--- config.mk ---
export PLATFORM = sky130hd
export DESIGN_NAME = shuffle_slot_allocator
export DESIGN_NICKNAME = d
export VERILOG_FILES = /design/src/rtl/shuffle_slot_allocator.sv
export SDC_FILE = /design/constraint.sdc
export NUM_CORES = 1
export LEC_CHECK = 0
export CORE_ASPECT_RATIO = 1.4
export CORE_MARGIN = 2
export CORE_UTILIZATION = 48
export CTS_CLUSTER_SIZE = 16
export DETAILED_ROUTE_END_ITERATION = 10
export PLACE_DENSITY = 0.8
export SYNTH_ARGS = -nofsm -noshare
export SYNTH_HDL_FRONTEND = slang
export SYNTH_SLANG_ARGS = --single-unit
export TNS_END_PERCENT = 1
--- constraint.sdc ---
create_clock -name clk -period 9.1 [get_ports clk]
set_input_delay 2.73 -clock clk [delete_from_list [all_inputs] [get_ports clk]]
set_output_delay 2.73 -clock clk [all_outputs]
set_load 0.03 [all_outputs]
--- src/rtl/shuffle_slot_allocator.sv ---
// Write-side slot allocator for the shuffle buffer. It tracks slot occupancy, hands the lowest
// free slot to each incoming word and frees slots as the reader consumes them.
module shuffle_slot_allocator #(
    parameter int unsigned bs = 16,
    localparam int unsigned bs_bits = $clog2(bs)
) (
    input  logic               clk,
    input  logic               rst_n,
    input  logic               in_valid,
    output logic               in_ready,
    output logic               wr_en,
    output logic [bs_bits-1:0] wr_index,
    input  logic               rel_valid,
    input  logic [bs_bits-1:0] rel_index,
    input  logic               flush,
    output logic [bs-1:0]      cand_list,
    output logic               start,
    output logic [bs_bits:0]   count,
    output logic               full,
    output logic               empty
);

    typedef enum logic [1:0] {StFill, StShuffle, StDrain} state_e;

    state_e             state_q, state_d;
    logic [bs-1:0]      occ_q, occ_d;
    logic [bs_bits:0]   count_q, count_d;
    logic               rel_eff;

    assign cand_list = occ_q;
    assign count     = count_q;
    assign full      = (count_q == (bs_bits + 1)'(bs));
    assign empty     = (count_q == '0);

    // Lowest-numbered free slot; meaningless when full because wr_en is then low.
    always_comb begin
        wr_index = '0;
        for (int i = int'(bs) - 1; i >= 0; i--) begin
            if (!occ_q[i]) begin
                wr_index = bs_bits'(i);
            end
        end
    end

    assign in_ready = (state_q != StDrain) && !full;
    assign wr_en    = in_valid & in_ready;
    assign rel_eff  = rel_valid & occ_q[rel_index];

    // Allocation works on the pre-release vector, so a write never lands on the freed slot.
    always_comb begin
        occ_d = occ_q;
        if (wr_en) begin
            occ_d[wr_index] = 1'b1;
        end
        if (rel_eff) begin
            occ_d[rel_index] = 1'b0;
        end
        count_d = count_q + (bs_bits + 1)'(wr_en) - (bs_bits + 1)'(rel_eff);
    end

    always_comb begin
        state_d = state_q;
        start   = 1'b0;
        unique case (state_q)
            StFill: begin
                if (flush) begin
                    state_d = (count_d == '0) ? StFill : StDrain;
                end else if (count_d == (bs_bits + 1)'(bs)) begin
                    state_d = StShuffle;
                end
            end
            StShuffle: begin
                start = (count_q != '0);
                if (flush) begin
                    state_d = StDrain;
                end
            end
            StDrain: begin
                start = (count_q != '0);
                if (count_d == '0) begin
                    state_d = StFill;
                end
            end
            default: state_d = StFill;
        endcase
    end

    always_ff @(posedge clk or negedge rst_n) begin
        if (!rst_n) begin
            state_q <= StFill;
            occ_q   <= '0;
            count_q <= '0;
        end else begin
            state_q <= state_d;
            occ_q   <= occ_d;
            count_q <= count_d;
        end
    end

endmodule

# Word-level counts from Yosys, hierarchy flattened
# Index checks and enable logic that the tools add are counted.
# Widths: inputs -> output; s select.
# word_totals
out_inout_bits,30
reg_bits,23
rom_bits,0
ram_bits,0
latchBits,0
mem_count,0
# op_classes
n_mux,31
n_shift,0
n_mul,0
n_eq_ne,8
bitwise_logic,5
n_lt_le_gt_ge,4
reduce_logical,10
n_addsub,2
div_mod_pow,0
# ops
op,count
$mux 4,16
$mux 16,2
$and 16x16->16,1
$not 16->16,1
$or 16x16->16,1
$eq 5x5->1 const B,2
$logic_not 5->1,2
$lt 4x5->1 const B,2
$mux 2,5
$demux 1 s4,2
$ge 4x1->1 const B,2
$ne 2x2->1 const B,3
$pmux 2 s3,1
$add 5x1->5,1
$reduce_bool 5->1,1
$sub 5x1->5,1
$bmux 1 s4,1
$mux 1,4
$logic_and 1x1->1,3
$ne 3x3->1 const B,1
$reduce_and 3->1,1
$and 1x1->1,2
$eq 2x1->1 const B,1
$eq 2x2->1 const B,1
3 further kinds,3

# Logic depth before layout (Yosys ltp)
# depth
ltp_word,24
depth_mapped,15
ltp_nobuf,15

# Worst setup path after synthesis
# OpenSTA, ideal clock, no wires.
# synth_path
path_kind,input to register
startpoint,input port rel_index[0]
endpoint,register state_q[1]
path_slack_ps,3032
setup_ps,94
path_stages,15
t_arrival_ps,5974
cell_sequence,buf_6 mux4_2 mux4_2 and2_4 ha_1 inv_1 ha_1 inv_1 fa_1 nand2b_1 a21oi_1 xnor2_1 nor4b_1 o21ai_0 a211oi_1
# synth_via
elab_chain_cells,8
# synth_lines
item,line_no,rtl
"start, declared",14,"input logic [bs_bits-1:0] rel_index,"
$bmux 1 s4 (*),47,assign rel_eff = rel_valid & occ_q[rel_index];
$mux 1 (not written as such) (*),47,
$and 1x1->1 (*),47,
$sub 5x1->5 (*),58,count_d = count_q + (bs_bits + 1)'(wr_en) - (bs_bits + 1)'(rel_eff);
named net count_d[4],27,"logic [bs_bits:0] count_q, count_d;"
$logic_not 5->1,"67, 80",
$mux 2,67,state_d = (count_d == '0) ? StFill : StDrain;
$mux 2,66,if (flush) begin
$pmux 2 s3,64,unique case (state_q)
"end signal, assigned",90,state_q <= StFill;
"end signal, assigned",94,state_q <= state_d;
"end, declared",25,"state_e state_q, state_d;"
# Mark *: on every way through the listed nets, which the timed path passes. The rest lies on a longest branch. The select of a mux whose other input is x is not followed.
# A chain may end at the register's enable or synchronous reset.

# Final worst setup path
# layout_path
startpoint,input port in_valid
endpoint,output port wr_en
# layout_via
elab_chain_cells,1
# layout_lines
item,line_no,rtl
"start, declared",9,"input logic in_valid,"
$and 1x1->1,46,assign wr_en = in_valid & in_ready;
"end, declared",11,"output logic wr_en,"
# No other way between the ends.

==> results.json <==
{
  "yosysMostFrequentCell": "dfrtp_1",
  "worstMarginPinSlew_ns": 1.06,
  "switching_share_pct": 22.8,
  "min_period_ns": 7.06,
  "cts-buffers-inserted": 3,
  "ys.flop_type": "dfrtp_1",
  "synth_top_area_share_pct": 35.6,
  "start_kind": "input pin",
  "synth_area_mm2": 0.00162,
  "yosysWarnings": 0,
  "critPathKind": "input pin to primary output",
  "syn_inst": 171,
  "viasPerCell": 6.25,
  "p_int_uw": 138,
  "start_util_pct": 51.2,
  "grt_antenna_before_repair": 0,
  "track_usage_pct": 26.0,
  "drc": 0,
  "power_frac_comb_pct": 6.5,
  "cts-root-buf": "clkbuf_8",
  "drt_first_pass_iters": 4,
  "muxShareOfSynthArea_pct": 7.20,
  "clock_skew_ns": 0.00875,
  "cts_tree": "built",
  "netlist_top_cells_area": "dfrtp_1, ha_1, mux4_2",
  "whs_ns": 0.562,
  "status": "finished, final reports clean",
  "finalInstanceArea_mm2": 0.00207,
  "maxSlewViolCount": 0,
  "clk_latency_ns": 0.27,
  "hold_viol_final": 0,
  "peakVddDrop_v": 0.0000584,
  "dr_total_vias": 1551,
  "globalRouteOverflowTotal": 0,
  "final_nets": 229,
  "die_area_mm2": 0.00385,
  "gp_congestion": 0.951,
  "finalCritPeriodShare_pct": 77.6,
  "core_area_mm2": 0.00315,
  "yosysSeqAreaShare_pct": 35.6,
  "syn-num-nets": 190,
  "sequentialPowerShare_pct": 57.1,
  "syn_to_final_growth_pct": 27.9,
  "synth_commonest_cells": "dfrtp_1, inv_1, nand2_1, nor2_1, a21oi_1",
  "totalWireLength_um": 4520,
  "relSlewSlack_pct": 28.9,
  "synth_edf_count": 0,
  "wl_per_cell_um": 18.2,
  "p_per_area_mw_per_mm2": 86.6,
  "worstHoldPathType": "flip-flop to flip-flop",
  "cts_resized": 0,
  "clockPowerShare_pct": 36.5,
  "cap_viol_max_count": 0,
  "synthesis.area_per_instance_um2": 9.45,
  "cp.arrival_ns": 4.33,
  "htree_num_levels": 1,
  "synthArstFlopShare_pct": 100,
  "n_antenna_cell": 0,
  "synth_compound_area_share_pct": 20.9,
  "fp-row-count": 24,
  "fp.dieH_um": 72.6,
  "first_global_vias": 1543,
  "synth_fa_ha_area_share_pct": 8.21,
  "grt_max_degree": 24,
  "postRouteAntennaNets": 0,
  "p_sw_uw": 40.9,
  "grt_pass1_wl_um": 7400,
  "crit_fanout": 10,
  "rsz0062_at_grt": "false",
  "drt_iter0_drc": 80,
  "endpoint_kind": "primary output",
  "clkSinkCount": 23,
  "synth.largest_area_cell": "dfrtp_1",
  "leakage_nw": 0.855,
  "ys_ff_latch": 23,
  "finalSetupViolCount": 0,
  "synth_top_family_by_area": "compound AO/OA/AOI/OAI gates",
  "setup-tns-final_ns": 0,
  "crit_required_ns": 6.37,
  "yosys.area_share.simple_pct": 20.0,
  "synth_xor_area_share_pct": 2.17,
  "portBuffers": 38,
  "post_cts_buffers": 0,
  "synth_cell_types": 49,
  "utilization_pct": 65.5,
  "die_w_um": 53.0,
  "pin_count": 39,
  "cts_hold_buf": 0,
  "fmax_mhz": 142,
  "clkTransAtPathRegs_ns": 0.08,
  "hpwl_um": 3440,
  "drive_gt1_share_pct": 7.18,
  "place_area_mm2": 0.00202,
  "clockBufferDepth": 2
}
through the flow:
stage	total power, mW	cells	worst slack [ns]
final	0.179	248	2.04
after global routing	0.186	248	1.91
after CTS	0.179	248	2.06
after detailed placement	0.116	244	1.86
after global placement	0.116	244	2.06
after floorplan	0.109	171	3.03
registers in the layout, indices dropped and copies added (netlist names):
name,cells
cand_list,16
count,5
state_q,2
final timing paths:
kind,start,endpoint,slack (ns),cells past startpoint
setup / recovery,in_valid,wr_en,2.04,4
hold / removal,state_q[0],state_q[0],0.56,1
setup reg to reg,cand_list[1],state_q[1],4.97,14
hold reg to reg,state_q[0],state_q[0],0.56,1
max in group asynchronous,rst_n,cand_list[5],5.42,1
min in group asynchronous,rst_n,cand_list[8],3.03,1
area by class of cell:
type / count / area [um^2]
sequential: 23 / 576
multi-input combinational: 125 / 945
clock buffer: 4 / 45.0
timing repair buffer: 38 / 380
fill: 282 / 1090
inverter: 19 / 71.3
tap: 39 / 48.8
power groups by stage:
stage	Sequential (mW)	Clock [mW]	Combinational [mW]
global route	0.102	0.0709	0.0126
CTS	0.102	0.0657	0.0116
floorplan	0.104	0	0.00492
detailed placement	0.104	0	0.0115
global placement	0.104	0	0.0114
finish	0.102	0.0652	0.0116
per-layer routing:
layer  global-route usage (%)  part of all wire [%]
met2                     45.8                    51
met5                        0                     0
met1                     30.2                    37
met3                     5.33                   8.0
met4                     10.3                   4.1
cells in the final DEF, fill, tap and decap left out, types with 2 or more instances in the layout:
cell / instances
o22a_1: 5
clkdlybuf4s50_1: 38
dfrtp_1: 23
a21boi_0: 2
xor2_1: 2
nand4_1: 2
nor2b_1: 4
nor4b_1: 2
nand2b_1: 2
ha_1: 9
nand4b_1: 2
inv_1: 17
o211ai_1: 2
o21ai_0: 7
a2bb2oi_2: 2
a31oi_1: 5
mux4_2: 4
nand2_1: 16
clkinv_1: 2
a211oi_1: 2
a21o_1: 2
nor4_1: 4
xnor2_1: 2
a41oi_1: 3
a21oi_1: 10
nand3_1: 2
clkbuf_8: 3
nor2_1: 11
nor3_1: 5
critical path, stage by stage:
cell and delay [ns]:
clkdlybuf4s50_1 0.39, nand2_1 0.18, clkinv_1 0.33, clkdlybuf4s50_1 0.70
cell families after synthesis:
| family | Yosys count |
|---|---|
| flip-flops | 23 |
| adder cells (fa/ha/maj) | 10 |
| multiplexers | 5 |
| XOR/XNOR | 4 |
| AO/OA/AOI/OAI | 47 |
| AND/OR/NAND/NOR | 59 |
| buffers and inverters | 23 |
No activity file was read; power rests on OpenSTA's default activity.
